[src/rtl/disk_ii_ctrl.sv]
// Disk II floppy controller: soft switches, quarter-track head stepper, byte timing
// against an external track RAM, and the CPU-facing read/write/sense latches.
module disk_ii_ctrl #(
  parameter int unsigned NUM_DRIVES      = 2,
  parameter int unsigned TRACK_BYTES     = 6656,
  parameter int unsigned BYTE_CYCLES     = 32,
  parameter int unsigned STEP_CYCLES     = 1024,
  parameter int unsigned MAX_QPHASE      = 139,
  parameter int unsigned MOTOR_OFF_DELAY = 1000000
) (
  input  logic                  Clock_14MHz,
  input  logic                  reset,
  input  logic                  pre_phase0,
  input  logic                  device_select,
  input  logic                  io_select,
  input  logic [15:0]           addr,
  input  logic [7:0]            data_in,
  input  logic [7:0]            rom_data,
  input  logic [7:0]            trk_rdata,
  input  logic [NUM_DRIVES-1:0] write_protect,
  input  logic [NUM_DRIVES-1:0] dirty_clear,
  output logic [7:0]            data_out,
  output logic [5:0]            track,
  output logic [13:0]           track_addr,
  output logic                  trk_we,
  output logic [7:0]            trk_wdata,
  output logic [NUM_DRIVES-1:0] drive_on,
  output logic [3:0]            motor_phase,
  output logic [NUM_DRIVES-1:0] track_dirty
);

  localparam logic [13:0] ADDR_LAST = 14'(TRACK_BYTES - 32'd1);
  localparam logic [5:0]  BYTE_LAST = 6'(BYTE_CYCLES - 32'd1);
  localparam logic [15:0] STEP_LIM  = 16'(STEP_CYCLES);
  localparam logic [7:0]  QMAX      = 8'(MAX_QPHASE);
  localparam logic [19:0] OFF_LOAD  = 20'(MOTOR_OFF_DELAY);

  logic [3:0]            phase_r;
  logic                  motor_r;
  logic [19:0]           off_cnt_r;
  logic                  sel_r;
  logic                  q6_r;
  logic                  q7_r;
  logic [7:0]            qphase_r;
  logic                  powered_r;
  logic [15:0]           step_cnt_r;
  logic [5:0]            byte_cnt_r;
  logic [13:0]           addr_r;
  logic                  wrap_r;
  logic                  adv_r;
  logic                  valid_r;
  logic                  we_r;
  logic [7:0]            rd_latch_r;
  logic [7:0]            wr_latch_r;
  logic [7:0]            wdata_r;
  logic [NUM_DRIVES-1:0] drive_r;
  logic [NUM_DRIVES-1:0] dirty_r;

  logic                  acc_s;
  logic [3:0]            sw_s;
  logic                  motor_nxt_s;
  logic                  sel_nxt_s;
  logic [19:0]           off_nxt_s;
  logic [1:0]            p1_s;
  logic [1:0]            p3_s;
  logic                  up_s;
  logic                  down_s;
  logic                  step_ok_s;
  logic                  inc_s;
  logic                  dec_s;
  logic                  wrap_s;
  logic                  write_s;
  logic [NUM_DRIVES-1:0] drive_nxt_s;
  logic [NUM_DRIVES-1:0] dirty_set_s;
  logic                  unused_addr_s;

  assign acc_s         = device_select & pre_phase0;
  assign sw_s          = addr[3:0];
  assign unused_addr_s = ^addr[15:4];

  // Motor on/off-delay and drive-select next state; drive_on follows them in the same edge.
  always_comb begin
    motor_nxt_s = motor_r;
    off_nxt_s   = off_cnt_r;
    sel_nxt_s   = sel_r;
    drive_nxt_s = {NUM_DRIVES{1'b0}};
    if (acc_s && (sw_s == 4'h9)) begin
      motor_nxt_s = 1'b1;
      off_nxt_s   = 20'd0;
    end else if (acc_s && (sw_s == 4'h8)) begin
      off_nxt_s = OFF_LOAD;
      if (OFF_LOAD == 20'd0) motor_nxt_s = 1'b0;
      else motor_nxt_s = motor_r;
    end else if (pre_phase0 && (off_cnt_r != 20'd0)) begin
      off_nxt_s = off_cnt_r - 20'd1;
      if (off_cnt_r == 20'd1) motor_nxt_s = 1'b0;
      else motor_nxt_s = motor_r;
    end else begin
      off_nxt_s = off_cnt_r;
    end
    if (acc_s && (sw_s == 4'hA)) sel_nxt_s = 1'b0;
    else if (acc_s && (sw_s == 4'hB) && (NUM_DRIVES > 32'd1)) sel_nxt_s = 1'b1;
    else sel_nxt_s = sel_r;
    for (int i = 0; i < NUM_DRIVES; i++) begin
      drive_nxt_s[i] = motor_nxt_s & (sel_nxt_s == i[0]);
    end
  end

  // Head-step direction, byte-timer wrap and write-pulse decisions.
  always_comb begin
    p1_s        = qphase_r[2:1] + 2'd1;
    p3_s        = qphase_r[2:1] + 2'd3;
    up_s        = phase_r[p1_s] & ~phase_r[p3_s];
    down_s      = phase_r[p3_s] & ~phase_r[p1_s];
    step_ok_s   = motor_r & pre_phase0 & (step_cnt_r >= STEP_LIM);
    inc_s       = step_ok_s & up_s & (qphase_r < QMAX);
    dec_s       = step_ok_s & down_s & (qphase_r != 8'd0);
    wrap_s      = motor_r & pre_phase0 & (byte_cnt_r == BYTE_LAST);
    write_s     = wrap_s & q7_r & ~write_protect[sel_r];
    dirty_set_s = {NUM_DRIVES{1'b0}};
    for (int i = 0; i < NUM_DRIVES; i++) begin
      dirty_set_s[i] = write_s & (sel_r == i[0]);
    end
  end

  // Controller state; the track address advances one clock after a wrap so the
  // write pulse sees the address of the byte just completed.
  always_ff @(posedge Clock_14MHz) begin
    if (reset) begin
      phase_r    <= 4'd0;
      motor_r    <= 1'b0;
      off_cnt_r  <= 20'd0;
      sel_r      <= 1'b0;
      drive_r    <= {NUM_DRIVES{1'b0}};
      q6_r       <= 1'b0;
      q7_r       <= 1'b0;
      step_cnt_r <= 16'd0;
      byte_cnt_r <= 6'd0;
      wrap_r     <= 1'b0;
      addr_r     <= 14'd0;
      adv_r      <= 1'b0;
      rd_latch_r <= 8'd0;
      valid_r    <= 1'b0;
      wr_latch_r <= 8'd0;
      we_r       <= 1'b0;
      wdata_r    <= 8'd0;
      dirty_r    <= {NUM_DRIVES{1'b0}};
    end else begin
      if (acc_s && (sw_s[3] == 1'b0)) phase_r[sw_s[2:1]] <= sw_s[0];
      motor_r   <= motor_nxt_s;
      off_cnt_r <= off_nxt_s;
      sel_r     <= sel_nxt_s;
      drive_r   <= drive_nxt_s;
      if (acc_s && (sw_s[3:1] == 3'b110)) q6_r <= sw_s[0];
      if (acc_s && (sw_s[3:1] == 3'b111)) q7_r <= sw_s[0];
      if (inc_s || dec_s) step_cnt_r <= 16'd1;
      else if (pre_phase0 && (step_cnt_r < STEP_LIM)) step_cnt_r <= step_cnt_r + 16'd1;
      if (wrap_s) byte_cnt_r <= 6'd0;
      else if (motor_r && pre_phase0) byte_cnt_r <= byte_cnt_r + 6'd1;
      wrap_r <= wrap_s;
      if (wrap_r) addr_r <= (addr_r == ADDR_LAST) ? 14'd0 : addr_r + 14'd1;
      adv_r <= wrap_r;
      if (adv_r && !q7_r) begin
        rd_latch_r <= trk_rdata;
        valid_r    <= 1'b1;
      end else if (acc_s && (sw_s == 4'hC) && !q7_r) begin
        valid_r <= 1'b0;
      end
      if (acc_s && (sw_s == 4'hF)) wr_latch_r <= data_in;
      we_r <= write_s;
      if (write_s) wdata_r <= wr_latch_r;
      dirty_r <= dirty_set_s | (dirty_r & ~dirty_clear);
    end
  end

  // Head position survives reset; only the very first clock after power-up clears it.
  always_ff @(posedge Clock_14MHz) begin
    powered_r <= 1'b1;
    if (!powered_r) qphase_r <= 8'd0;
    else if (!reset && inc_s) qphase_r <= qphase_r + 8'd1;
    else if (!reset && dec_s) qphase_r <= qphase_r - 8'd1;
  end

  // CPU read mux, using the Q6/Q7 state from before this access.
  always_comb begin
    data_out = 8'h00;
    if (io_select) data_out = rom_data;
    else if (device_select && !q7_r && (sw_s == 4'hC)) data_out = valid_r ? rd_latch_r : 8'h00;
    else if (device_select && q6_r && !q7_r && (sw_s == 4'hE)) data_out = {write_protect[sel_r], 7'b0000000};
    else data_out = 8'h00;
  end

  assign track       = qphase_r[7:2];
  assign track_addr  = addr_r;
  assign trk_we      = we_r & ~reset;
  assign trk_wdata   = wdata_r;
  assign drive_on    = drive_r;
  assign motor_phase = phase_r;
  assign track_dirty = dirty_r;

endmodule

[config.mk]
export PLATFORM = sky130hd
export DESIGN_NAME = disk_ii_ctrl
export DESIGN_NICKNAME = d
export VERILOG_FILES = /design/src/rtl/disk_ii_ctrl.sv
export SDC_FILE = /design/constraint.sdc
export NUM_CORES = 1
export LEC_CHECK = 0
export ABC_AREA = 1
export CORE_MARGIN = 4
export CORE_UTILIZATION = 40
export DETAILED_ROUTE_END_ITERATION = 16
export SKIP_LAST_GASP = 1
export SYNTH_ARGS = -nofsm -noshare
export SYNTH_HDL_FRONTEND = slang
export SYNTH_SLANG_ARGS = --single-unit
[constraint.sdc]
create_clock -name Clock_14MHz -period 2.8 [get_ports Clock_14MHz]
set_input_delay 0.56 -clock Clock_14MHz [delete_from_list [all_inputs] [get_ports Clock_14MHz]]
set_output_delay 0.56 -clock Clock_14MHz [all_outputs]
set_load 0.02 [all_outputs]
# ---- After elaboration in Yosys (flattened, before gate mapping)
# Cells that the tools add are included.
# Widths: inputs -> output; s select.
dict set report totals {
  output_inout_bits 45
  inputBits 49
  elab_cells 139
  register_bits 104
}
dict set report op_classes {
  magnitude_cmp 8
  n_eq_ne 12
  mux 28
  add_sub_neg 8
  bitwise 27
  reduce_logical 35
}
# operator n
set op_table {}
lappend op_table {{$mux 8} 6}
lappend op_table {{$mux 20} 2}
lappend op_table {{$eq 4x4->1 const B} 7}
lappend op_table {{$logic_and 1x1->1} 22}
lappend op_table {{$eq 20x1->1 const B} 1}
lappend op_table {{$reduce_bool 20->1} 1}
lappend op_table {{$sub 20x1->20 const B} 1}
lappend op_table {{$and 1x1->1} 17}
lappend op_table {{$add 16x1->16 const B} 1}
lappend op_table {{$ge 16x11->1 const B} 1}
lappend op_table {{$lt 16x11->1 const B} 1}
lappend op_table {{$mux 1} 15}
lappend op_table {{$add 14x1->14 const B} 1}
lappend op_table {{$eq 14x13->1 const B} 1}
lappend op_table {{$mux 14} 1}
lappend op_table {{$lt 2x3->1 const B} 3}
lappend op_table {{$add 8x1->8 const B} 1}
lappend op_table {{$lt 8x8->1 const B} 1}
lappend op_table {{$reduce_bool 2->1} 4}
lappend op_table {{$reduce_bool 8->1} 1}
lappend op_table {{$sub 8x1->8 const B} 1}
lappend op_table {{$not 1->1} 7}
lappend op_table {{$add 6x1->6 const B} 1}
lappend op_table {{$eq 3x3->1 const B} 2}
lappend op_table {{15 further kinds} 19}

# ---- Depth between registers and ports, before layout
# Gate-level depths: netlist (run 1).
dict set report depth {
  word_depth 10
  mapped_depth 14
  ltp_nobuf 14
}

# ---- Least setup slack after synthesis (run 1)
# OpenSTA, ideal clock, no wires.
dict set report synth_timing {
  path_type {input-to-reg}
  startpoint {in pre_phase0}
  endpoint {reg qphase_r[6], data pin}
  setup_slack_ps 236
  required_ps 2540
  arrival_time_ps 2304
  n_path_buf 1
  setup_ps 260
  cell_stages 13
  path_cell_list {buf_6 -> nand2_4 -> inv_2 -> nand2_1 -> nor2_1 -> nand4_1 -> ha_1 -> nand2_1 -> o21ai_0 -> a21oi_1 -> nor2_1 -> nor2_1 -> xor2_1}
}
dict set report synth_via {
  elab_chain_cells 6
}
# item line
set synth_rtl {}
lappend synth_rtl {{from (decl)} 13} ;# input logic pre_phase0,
lappend synth_rtl {{$and 1x1->1 (2 in series)} 115} ;# step_ok_s = motor_r & pre_phase0 & (step_cnt_r >= STEP_LIM);
lappend synth_rtl {{$and 1x1->1 (2 in series)} 116} ;# inc_s = step_ok_s & up_s & (qphase_r < QMAX);
lappend synth_rtl {{$logic_and 1x1->1} 180} ;# else if (!reset && inc_s) qphase_r <= qphase_r + 8'd1;
lappend synth_rtl {{$mux 8} 180}
lappend synth_rtl {{to (signal assigned)} 180}
lappend synth_rtl {{to (signal assigned)} 181} ;# else if (!reset && dec_s) qphase_r <= qphase_r - 8'd1;
lappend synth_rtl {{to (decl)} 44} ;# logic [7:0] qphase_r;
# No other way between the ends.
# A chain may end at the register's enable or synchronous reset.

# ---- Worst setup path after layout (run 1)
dict set report layout_timing {
  startpoint {in addr[3]}
  endpoint {out data_out[6]}
}
dict set report layout_via {
  elab_chain_cells 4
}
# item line
set layout_rtl {}
lappend layout_rtl {{from (decl)} 16} ;# input logic [15:0] addr,
lappend layout_rtl {{$eq 4x4->1} 188} ;# else if (device_select && !q7_r && (sw_s == 4'hC)) data_out = valid_r ? rd_latch_r : 8'h00;
lappend layout_rtl {{$logic_and 1x1->1} 188}
lappend layout_rtl {{$mux 8} 188}
lappend layout_rtl {{$mux 8} 187} ;# if (io_select) data_out = rom_data;
lappend layout_rtl {{to (decl)} 22} ;# output logic [7:0] data_out,
# No other way between the ends.

==> results of run 1 <==
## cells in the mapped netlist, types with 9 or more instances
cell	count	area, um^2
a21oi_1	35	175
dfxtp_1	96	1920
xnor2_1	9	78.8
nand4_1	17	106
nand2_1	162	608
ha_1	13	163
nor3_1	17	85.1
xor2_1	17	149
nand3_1	50	250
inv_1	87	327
o21ai_0	42	210
nor2_2	13	81.3
nor2_1	146	548
## final cells by class
cell class / count / area [um^2] / share of cell area (%)
well taps: 176 / 220 / 3.25
flip-flops and latches: 104 / 2160 / 31.9
clock buffers: 9 / 225 / 3.32
inverters: 93 / 349 / 5.15
multi-input cells: 551 / 2720 / 40.1
clock inverters: 7 / 83.8 / 1.24
repair buffers: 113 / 1020 / 15.0
## worst paths after layout
path                                 end  cells after the start
min          step_cnt_r[15]$_SDFFE_PP0P_                      2
max reg2reg        qphase_r[6]$_DFFE_PP_                     15
min reg2reg  step_cnt_r[15]$_SDFFE_PP0P_                      2
max                          data_out[6]                      8
## timing repair
action | 4_1_cts | 5_1_grt
pin swaps | 0 | 0
setup endpoints to repair | 8 | 9
buffers inserted | 0 | 1
gates resized for setup | 8 | 20
## per-layer routing
metal  vias to the layer above  global-route usage [%]
met1                      2196                    21.2
met3                        14                    5.68
li1                       2664                       -
met4                         0                    3.94
met2                        84                    29.4
met5                         -                       0
## registers in the layout, summed over array words and instances, names as in the netlist, 2 cells and up
register	cells
qphase_r	8
step_cnt_r	16
off_cnt_r	20
track_dirty	2
motor_phase	4
trk_wdata	8
byte_cnt_r	6
track_addr	14
wr_latch_r	8
rd_latch_r	8
drive_on	2
## power breakdown
group / total, mW / switching [mW] / internal (mW)
clock: 1.32 / 0.604 / 0.714
combinational: 1.61 / 1.01 / 0.596
sequential: 1.77 / 0.146 / 1.62
## stage by stage
stage | hold WS (ns) | total power, mW | worst slack, ns
final | 0.442 | 4.69 | 0.132
after global routing | 0.463 | 5.09 | 0.00148
after CTS | 0.444 | 4.73 | -0.0237
after detailed placement | 0.430 | 3.40 | -0.281
after global placement | 0.429 | 3.37 | -0.229
after floorplan | 0.422 | 3.06 | 0.236
## cell families after synthesis
family,after synthesis
AOI/OAI and AO/OA,90
buffers and inverters,113
and+or+nand+nor,421
xor gates and xnor gates,26
adders and majority gates,14
DFF,104
## worst min-delay path, cell delays in order (launching register included)
cell and delay, ns:
dfxtp_1 0.31, inv_1 0.06, nor2_2 0.04
==> report_table.html, run 1 <==
<table>
<tr><th>Metric</th><th>Value</th></tr>
<tr><th colspan="2">STA</th></tr>
<tr><td>Setup repair after global routing missed its margin</td><td>false</td></tr>
<tr><td>Setup tns final</td><td>0 ns</td></tr>
<tr><td>Final count of pins violating max slew</td><td>0</td></tr>
<tr><td>Maximum clock skew at final layout</td><td>0.00700 ns</td></tr>
<tr><td>Worst slew margin relative to its limit</td><td>66.0%</td></tr>
<tr><td>Worst Max-Slew Pin Slew</td><td>0.504 ns</td></tr>
<tr><td>Time the final worst path needs with I/O delays and setup</td><td>2.67 ns</td></tr>
<tr><td>Number of hold violations in the final report</td><td>0</td></tr>
<tr><td>Fmax</td><td>375 MHz</td></tr>
<tr><td>Share of the cycle needed by the critical path after routing</td><td>95.3%</td></tr>
<tr><td>Number of setup violations in the final report</td><td>0</td></tr>
<tr><th colspan="2">Die</th></tr>
<tr><td>Die boundary height</td><td>124 um</td></tr>
<tr><td>Area inside the core boundary</td><td>13200 um^2</td></tr>
<tr><td>Number of core rows</td><td>42</td></tr>
<tr><td>Starting utilization of the core area</td><td>40.7%</td></tr>
<tr><td>Die Width</td><td>124 um</td></tr>
<tr><td>Die area</td><td>15300 um^2</td></tr>
<tr><td># IOs</td><td>94</td></tr>
<tr><th colspan="2">Setup path</th></tr>
<tr><td>Crit. Startpoint</td><td>addr[3]</td></tr>
<tr><td>Largest stage delay on the critical path</td><td>0.49 ns</td></tr>
<tr><td>Critical path buffer and inverter count</td><td>4</td></tr>
<tr><td>Critical-path cell with the highest stage delay</td><td>clkdlybuf4s50_1</td></tr>
<tr><td>Kind of cell adding the most delay to the critical path</td><td>buffers and inverters</td></tr>
<tr><td>Kind of capture point of the worst setup path</td><td>primary output</td></tr>
<tr><td>Worst reg2reg path startpoint</td><td>qphase_r[1]$_DFFE_PP_</td></tr>
<tr><td>WP data arrival</td><td>2.11 ns</td></tr>
<tr><td>R2R Setup Slk</td><td>0.27 ns</td></tr>
<tr><td>Worst EP required</td><td>2.24 ns</td></tr>
<tr><td>Cells along the critical path</td><td>clkdlybuf4s50_1, nand2_1, inv_1, nand3_1, nor2_2, inv_1, o21ai_0, clkdlybuf4s15_1</td></tr>
<tr><td>Cell repeated most along the worst path</td><td>inv_1</td></tr>
<tr><td>Critical path type</td><td>primary input to primary output</td></tr>
<tr><td>Top fanout value on the critical path</td><td>7</td></tr>
<tr><td>Startpoint type of the worst setup path</td><td>primary input</td></tr>
<tr><th colspan="2">Power and ir drop</th></tr>
<tr><td>Pleak</td><td>2.90 nW</td></tr>
<tr><td>Maximum resistive drop on vdd</td><td>0.000354 V</td></tr>
<tr><td>Power per cell area</td><td>692 nW/um^2</td></tr>
<tr><th colspan="2">Clock network</th></tr>
<tr><td>Number of levels in the clock H-tree</td><td>3</td></tr>
<tr><td>Number of buffers added by the clock tree synthesis step</td><td>9</td></tr>
<tr><td>Number of buffers inserted for hold repair after clock tree synthesis</td><td>0</td></tr>
<tr><td>CTS tree</td><td>done</td></tr>
<tr><td>Number of buffers between clock root and the deepest sink</td><td>2</td></tr>
<tr><td>Insertion delay of the later-clocked pin in the worst-skew pair</td><td>0.36 ns</td></tr>
<tr><td>Root buf cell</td><td>clkbuf_16</td></tr>
<tr><td>Clock tree sinks</td><td>104</td></tr>
<tr><td>Clock transition at path regs</td><td>0.07 ns</td></tr>
<tr><th colspan="2">Yosys</th></tr>
<tr><td>Post-synthesis register bit count</td><td>104</td></tr>
<tr><td>Synth Area in Adders</td><td>3.41%</td></tr>
<tr><td>Post-synthesis async set-or-reset flop share</td><td>0%</td></tr>
<tr><td>Total of warnings raised by yosys</td><td>0</td></tr>
<tr><td>Syn_nets</td><td>831</td></tr>
<tr><td>Cells after synthesis</td><td>768</td></tr>
<tr><td>Register area share after synthesis</td><td>40.3%</td></tr>
<tr><td>Unique cell type count in the Yosys netlist</td><td>43</td></tr>
<tr><td>Combinational family with the most area after synthesis</td><td>simple AND/OR/NAND/NOR gates</td></tr>
<tr><td>Simple-gate portion of the synthesized area</td><td>34.0%</td></tr>
<tr><td>Multiplexer area fraction after synthesis</td><td>0%</td></tr>
<tr><td>XOR/XNOR Fraction of Synth Area</td><td>4.25%</td></tr>
<tr><td>Synthesized-area fraction occupied by ao, oa, aoi and oai cells</td><td>8.98%</td></tr>
<tr><td>Main flop type after synthesis</td><td>dfxtp_1</td></tr>
<tr><td>Avg Cell Area, Syn</td><td>6.98 um^2</td></tr>
<tr><td>Summed instance area of the synthesized netlist</td><td>5360 um^2</td></tr>
<tr><td>Count of flip-flops with a built-in enable after synthesis</td><td>8</td></tr>
<tr><th colspan="2">Drt</th></tr>
<tr><td>Post-detailed-route count of antenna-violating nets</td><td>0</td></tr>
<tr><td>Detail-routed net length per standard cell</td><td>12.0 um</td></tr>
<tr><td>Highest layer used for signal routing</td><td>met4</td></tr>
<tr><td>M1 WL</td><td>5860 um</td></tr>
<tr><td>Routed wire length on met3</td><td>624 um</td></tr>
<tr><td>Vias per cell</td><td>4.71</td></tr>
<tr><td>Met2 routed WL</td><td>5940 um</td></tr>
<tr><td>Number of search-and-repair iterations in the first detailed-routing pass</td><td>5</td></tr>
<tr><td>Drt total wl</td><td>12600 um</td></tr>
<tr><td>Number of remaining DRC errors</td><td>0</td></tr>
<tr><td>DRT iter0 DRCs</td><td>250</td></tr>
<tr><td>Via count</td><td>4958</td></tr>
<tr><th colspan="2">Hold path</th></tr>
<tr><td>Hold wc startpoint</td><td>step_cnt_r[15]$_SDFFE_PP0P_</td></tr>
<tr><td>Hold Crit Class</td><td>flip-flop to flip-flop</td></tr>
<tr><th colspan="2">Placement</th></tr>
<tr><td>Post-placement cell count</td><td>1036</td></tr>
<tr><td>Count of buffers inserted at the top-level ports</td><td>81</td></tr>
<tr><td>Final weighted congestion in routability-driven placement</td><td>0.888</td></tr>
<tr><td>Detailed placement HPWL</td><td>9630 um</td></tr>
<tr><td>DP Area</td><td>6490 um^2</td></tr>
<tr><th colspan="2">Layout</th></tr>
<tr><td>Number of standard cells in the final layout excluding fillers</td><td>1053</td></tr>
<tr><td>Commonest non-fill, non-tap cell in the layout</td><td>nand2_1</td></tr>
<tr><td>Relative area change from synthesis to final layout</td><td>26.4%</td></tr>
<tr><td>Final instance area</td><td>6780 um^2</td></tr>
<tr><td>Filler instances</td><td>1301</td></tr>
<tr><td>Layout cells sized above 1</td><td>9.58%</td></tr>
<tr><td>Total inserted antenna cells</td><td>0</td></tr>
<tr><td>Most frequent cells in the layout</td><td>162 x nand2_1, 145 x nor2_1, 96 x dfxtp_1</td></tr>
<tr><td>Number of nets in the layout</td><td>935</td></tr>
<tr><td>Core Util, Final</td><td>51.4%</td></tr>
<tr><th colspan="2">Global route</th></tr>
<tr><td>Tot GR Track Use</td><td>17.3%</td></tr>
<tr><td>Global-route wire length before repair</td><td>21400 um</td></tr>
<tr><td>Maximum number of pins on one net before global-route repair</td><td>35</td></tr>
<tr><td>Overall overflow remaining after global route</td><td>0</td></tr>
<tr><td>Number of global-route vias before repair</td><td>4790</td></tr>
<tr><td>Antenna violations before repair</td><td>0</td></tr>
<tr><th colspan="2">Flow run</th></tr>
<tr><td>Number of maximum-capacitance violations</td><td>0</td></tr>
<tr><th colspan="2">Run status</th></tr>
<tr><td>Result of the run</td><td>complete, no violations</td></tr>
</table>
Power figures use the tool's default switching activity.
==> run 2: changes to the inputs <==
--- a/config.mk
+++ b/config.mk
@@ -6,7 +6,7 @@
 export NUM_CORES = 1
 export LEC_CHECK = 0
 export ABC_AREA = 1
-export CORE_MARGIN = 4
+export CORE_MARGIN = 2
 export CORE_UTILIZATION = 40
 export DETAILED_ROUTE_END_ITERATION = 16
 export SKIP_LAST_GASP = 1
==> run 2 against run 1 <==
  * Sequential share of layout area up 0.077 points
  * Count of clock-buffer cells in the layout is 1 higher
  * Global-route usage grew 0.79 points
  * Critical path depth stayed put
  * Flip-flop and latch count unchanged
  * Worst setup slack worse by 0.0044 ns
  * Combinational power barely moved
  * Non-clock buffer count unchanged
  * Critical path type unchanged
  * Largest cell class unchanged
  * Highest routed layer unchanged
==> report_table.html, run 2 (synthesis gave the netlist of run 1 again) <==
<table>
<tr><th>Metric</th><th>Value</th></tr>
<tr><th colspan="2">Run status</th></tr>
<tr><td>Result of the run</td><td>complete, no violations</td></tr>
<tr><th colspan="2">Drt</th></tr>
<tr><td>Drt total wl</td><td>12400 um</td></tr>
<tr><td>Number of remaining DRC errors</td><td>0</td></tr>
<tr><td>Vias per cell</td><td>4.78</td></tr>
<tr><td>Post-detailed-route count of antenna-violating nets</td><td>0</td></tr>
<tr><td>Number of search-and-repair iterations in the first detailed-routing pass</td><td>5</td></tr>
<tr><td>Detail-routed net length per standard cell</td><td>11.8 um</td></tr>
<tr><td>Via count</td><td>5029</td></tr>
<tr><td>DRT iter0 DRCs</td><td>263</td></tr>
<tr><th colspan="2">Power and ir drop</th></tr>
<tr><td>Pleak</td><td>2.88 nW</td></tr>
<tr><td>Maximum resistive drop on vdd</td><td>0.000391 V</td></tr>
<tr><td>Power per cell area</td><td>676 nW/um^2</td></tr>
<tr><th colspan="2">Hold path</th></tr>
<tr><td>Cell depth of the worst min-delay path</td><td>2</td></tr>
<tr><td>Hold Crit Class</td><td>flip-flop to flip-flop</td></tr>
<tr><th colspan="2">STA</th></tr>
<tr><td>Number of hold violations in the final report</td><td>0</td></tr>
<tr><td>Worst slew margin relative to its limit</td><td>63.9%</td></tr>
<tr><td>Maximum clock skew at final layout</td><td>0.00643 ns</td></tr>
<tr><td>Worst-case hold slack</td><td>0.441 ns</td></tr>
<tr><td>Fmax</td><td>374 MHz</td></tr>
<tr><td>Share of the cycle needed by the critical path after routing</td><td>95.4%</td></tr>
<tr><td>Final count of pins violating max slew</td><td>0</td></tr>
<tr><td>Setup tns final</td><td>0 ns</td></tr>
<tr><td>Time the final worst path needs with I/O delays and setup</td><td>2.67 ns</td></tr>
<tr><td>Number of setup violations in the final report</td><td>0</td></tr>
<tr><td>Setup repair after global routing missed its margin</td><td>true</td></tr>
<tr><td>Worst Max-Slew Pin Slew</td><td>0.538 ns</td></tr>
<tr><th colspan="2">Setup path</th></tr>
<tr><td>Critical path type</td><td>primary input to primary output</td></tr>
<tr><td>Capture point of the worst reg-to-reg path</td><td>qphase_r[7]$_DFFE_PP_</td></tr>
<tr><td>R2R Setup Slk</td><td>0.29 ns</td></tr>
<tr><td>Cells along the critical path</td><td>clkdlybuf4s50_1, nand2_1, inv_1, nand3_1, nor2_2, inv_1, o21ai_0, clkdlybuf4s15_1</td></tr>
<tr><td>Top fanout value on the critical path</td><td>7</td></tr>
<tr><td>Kind of capture point of the worst setup path</td><td>primary output</td></tr>
<tr><td>Critical path destination</td><td>data_out[2]</td></tr>
<tr><td>Startpoint type of the worst setup path</td><td>primary input</td></tr>
<tr><td>Crit. Startpoint</td><td>addr[3]</td></tr>
<tr><td>Largest stage delay on the critical path</td><td>0.49 ns</td></tr>
<tr><td>Worst reg2reg path startpoint</td><td>qphase_r[2]$_DFFE_PP_</td></tr>
<tr><td>Cell repeated most along the worst path</td><td>inv_1</td></tr>
<tr><td>WP data arrival</td><td>2.11 ns</td></tr>
<tr><td>Depth of the most critical reg-to-reg path</td><td>15</td></tr>
<tr><td>Critical-path cell with the highest stage delay</td><td>clkdlybuf4s50_1</td></tr>
<tr><td>Worst EP required</td><td>2.24 ns</td></tr>
<tr><th colspan="2">Layout</th></tr>
<tr><td>Relative area change from synthesis to final layout</td><td>26.1%</td></tr>
<tr><td>Register with the highest flop count</td><td>off_cnt_r</td></tr>
<tr><td>Commonest non-fill, non-tap cell in the layout</td><td>nand2_1</td></tr>
<tr><td>Flip-flop count of the largest register after layout</td><td>20</td></tr>
<tr><td>Core Util, Final</td><td>51.3%</td></tr>
<tr><td>Number of nets in the layout</td><td>935</td></tr>
<tr><td>Layout cells sized above 1</td><td>9.24%</td></tr>
<tr><td>Most frequent cells in the layout</td><td>162 x nand2_1, 145 x nor2_1, 96 x dfxtp_1</td></tr>
<tr><td>Total inserted antenna cells</td><td>0</td></tr>
<tr><th colspan="2">Clock network</th></tr>
<tr><td>Number of buffers added by the clock tree synthesis step</td><td>9</td></tr>
<tr><td>CTS tree</td><td>done</td></tr>
<tr><td>Clock transition at path regs</td><td>0.07 ns</td></tr>
<tr><td>Clock tree sinks</td><td>104</td></tr>
<tr><td>Root buf cell</td><td>clkbuf_16</td></tr>
<tr><td>Number of buffers between clock root and the deepest sink</td><td>2</td></tr>
<tr><td>Insertion delay of the later-clocked pin in the worst-skew pair</td><td>0.35 ns</td></tr>
<tr><td>Number of levels in the clock H-tree</td><td>3</td></tr>
<tr><td>Number of buffers inserted for hold repair after clock tree synthesis</td><td>0</td></tr>
<tr><th colspan="2">Die</th></tr>
<tr><td>Number of core rows</td><td>42</td></tr>
<tr><td>Die Width</td><td>120 um</td></tr>
<tr><td>Starting utilization of the core area</td><td>40.7%</td></tr>
<tr><td>Die area</td><td>14400 um^2</td></tr>
<tr><td>Die boundary height</td><td>120 um</td></tr>
<tr><td>Area inside the core boundary</td><td>13200 um^2</td></tr>
<tr><td># IOs</td><td>94</td></tr>
<tr><th colspan="2">Global route</th></tr>
<tr><td>Number of global-route vias before repair</td><td>4776</td></tr>
<tr><td>Overall overflow remaining after global route</td><td>0</td></tr>
<tr><td>Tot GR Track Use</td><td>18.1%</td></tr>
<tr><td>Antenna violations before repair</td><td>0</td></tr>
<tr><td>Maximum number of pins on one net before global-route repair</td><td>35</td></tr>
<tr><td>Global-route wire length before repair</td><td>21100 um</td></tr>
<tr><th colspan="2">Placement</th></tr>
<tr><td>Count of buffers inserted at the top-level ports</td><td>81</td></tr>
<tr><td>Final weighted congestion in routability-driven placement</td><td>0.871</td></tr>
<tr><td>Detailed placement HPWL</td><td>9500 um</td></tr>
<tr><th colspan="2">Flow run</th></tr>
<tr><td>Number of maximum-capacitance violations</td><td>0</td></tr>
</table>
[run 2: per-layer routing]
metal	routed length, um	up-vias	GRT usage (%)
met2	6010	69	31.5
met1	5740	2290	21.2
li1	-	2662	-
met5	0	-	0
met3	541	8	5.99
met4	135	0	4.93
[run 2: where the power goes]
part | internal, mW | switching (mW) | total (mW)
Combinational | 0.597 | 0.998 | 1.59
Clock | 0.618 | 0.587 | 1.20
Sequential | 1.62 | 0.148 | 1.77
Total | 2.84 | 1.73 | 4.57
[run 2: how the worst min path moves through the flow]
stage / start / endpoint
finish: step_cnt_r[12]$_SDFFE_PP0P_ / step_cnt_r[12]$_SDFFE_PP0P_
global route: step_cnt_r[14]$_SDFFE_PP0P_ / step_cnt_r[14]$_SDFFE_PP0P_
CTS: step_cnt_r[12]$_SDFFE_PP0P_ / step_cnt_r[12]$_SDFFE_PP0P_
detailed placement: step_cnt_r[12]$_SDFFE_PP0P_ / step_cnt_r[12]$_SDFFE_PP0P_
global placement: step_cnt_r[13]$_SDFFE_PP0P_ / step_cnt_r[13]$_SDFFE_PP0P_
floorplan: step_cnt_r[11]$_SDFFE_PP0P_ / step_cnt_r[11]$_SDFFE_PP0P_
[run 2: layout make-up]
type,instances,area (um^2)
fillers,1319,6430
multi-input cells,551,2720
flip-flops and latches,104,2160
repair buffers,113,1030
inverters,93,349
clock buffers,10,229
well taps,176,220
clock inverters,6,53.8
[run 2: through the flow]
| stage | setup WS [ns] | area (um^2) | std cells | total power [mW] |
|---|---|---|---|---|
| after CTS | 0.0745 | 6760 | 1051 | 4.60 |
| after global placement | -0.232 | 6480 | 1035 | 3.37 |
| after global routing | -0.0558 | 6760 | 1053 | 4.95 |
| after detailed placement | -0.302 | 6480 | 1035 | 3.39 |
| final | 0.128 | 6760 | 1053 | 4.57 |
| after floorplan | 0.236 | 5360 | 768 | 3.06 |
[run 2: timing repair]
item | CTS | global route
setup endpoints to repair | 8 | 9
pin swaps | 0 | 0
setup buffers | 0 | 2
resized for setup | 9 | 16
[run 2: worst max-delay path, delay by kind of cell]
| family | cells | cell delay, ns |
|---|---|---|
| simple gates | 3 | 0.35 |
| compound gates | 1 | 0.17 |
| buf+inv | 4 | 1.02 |
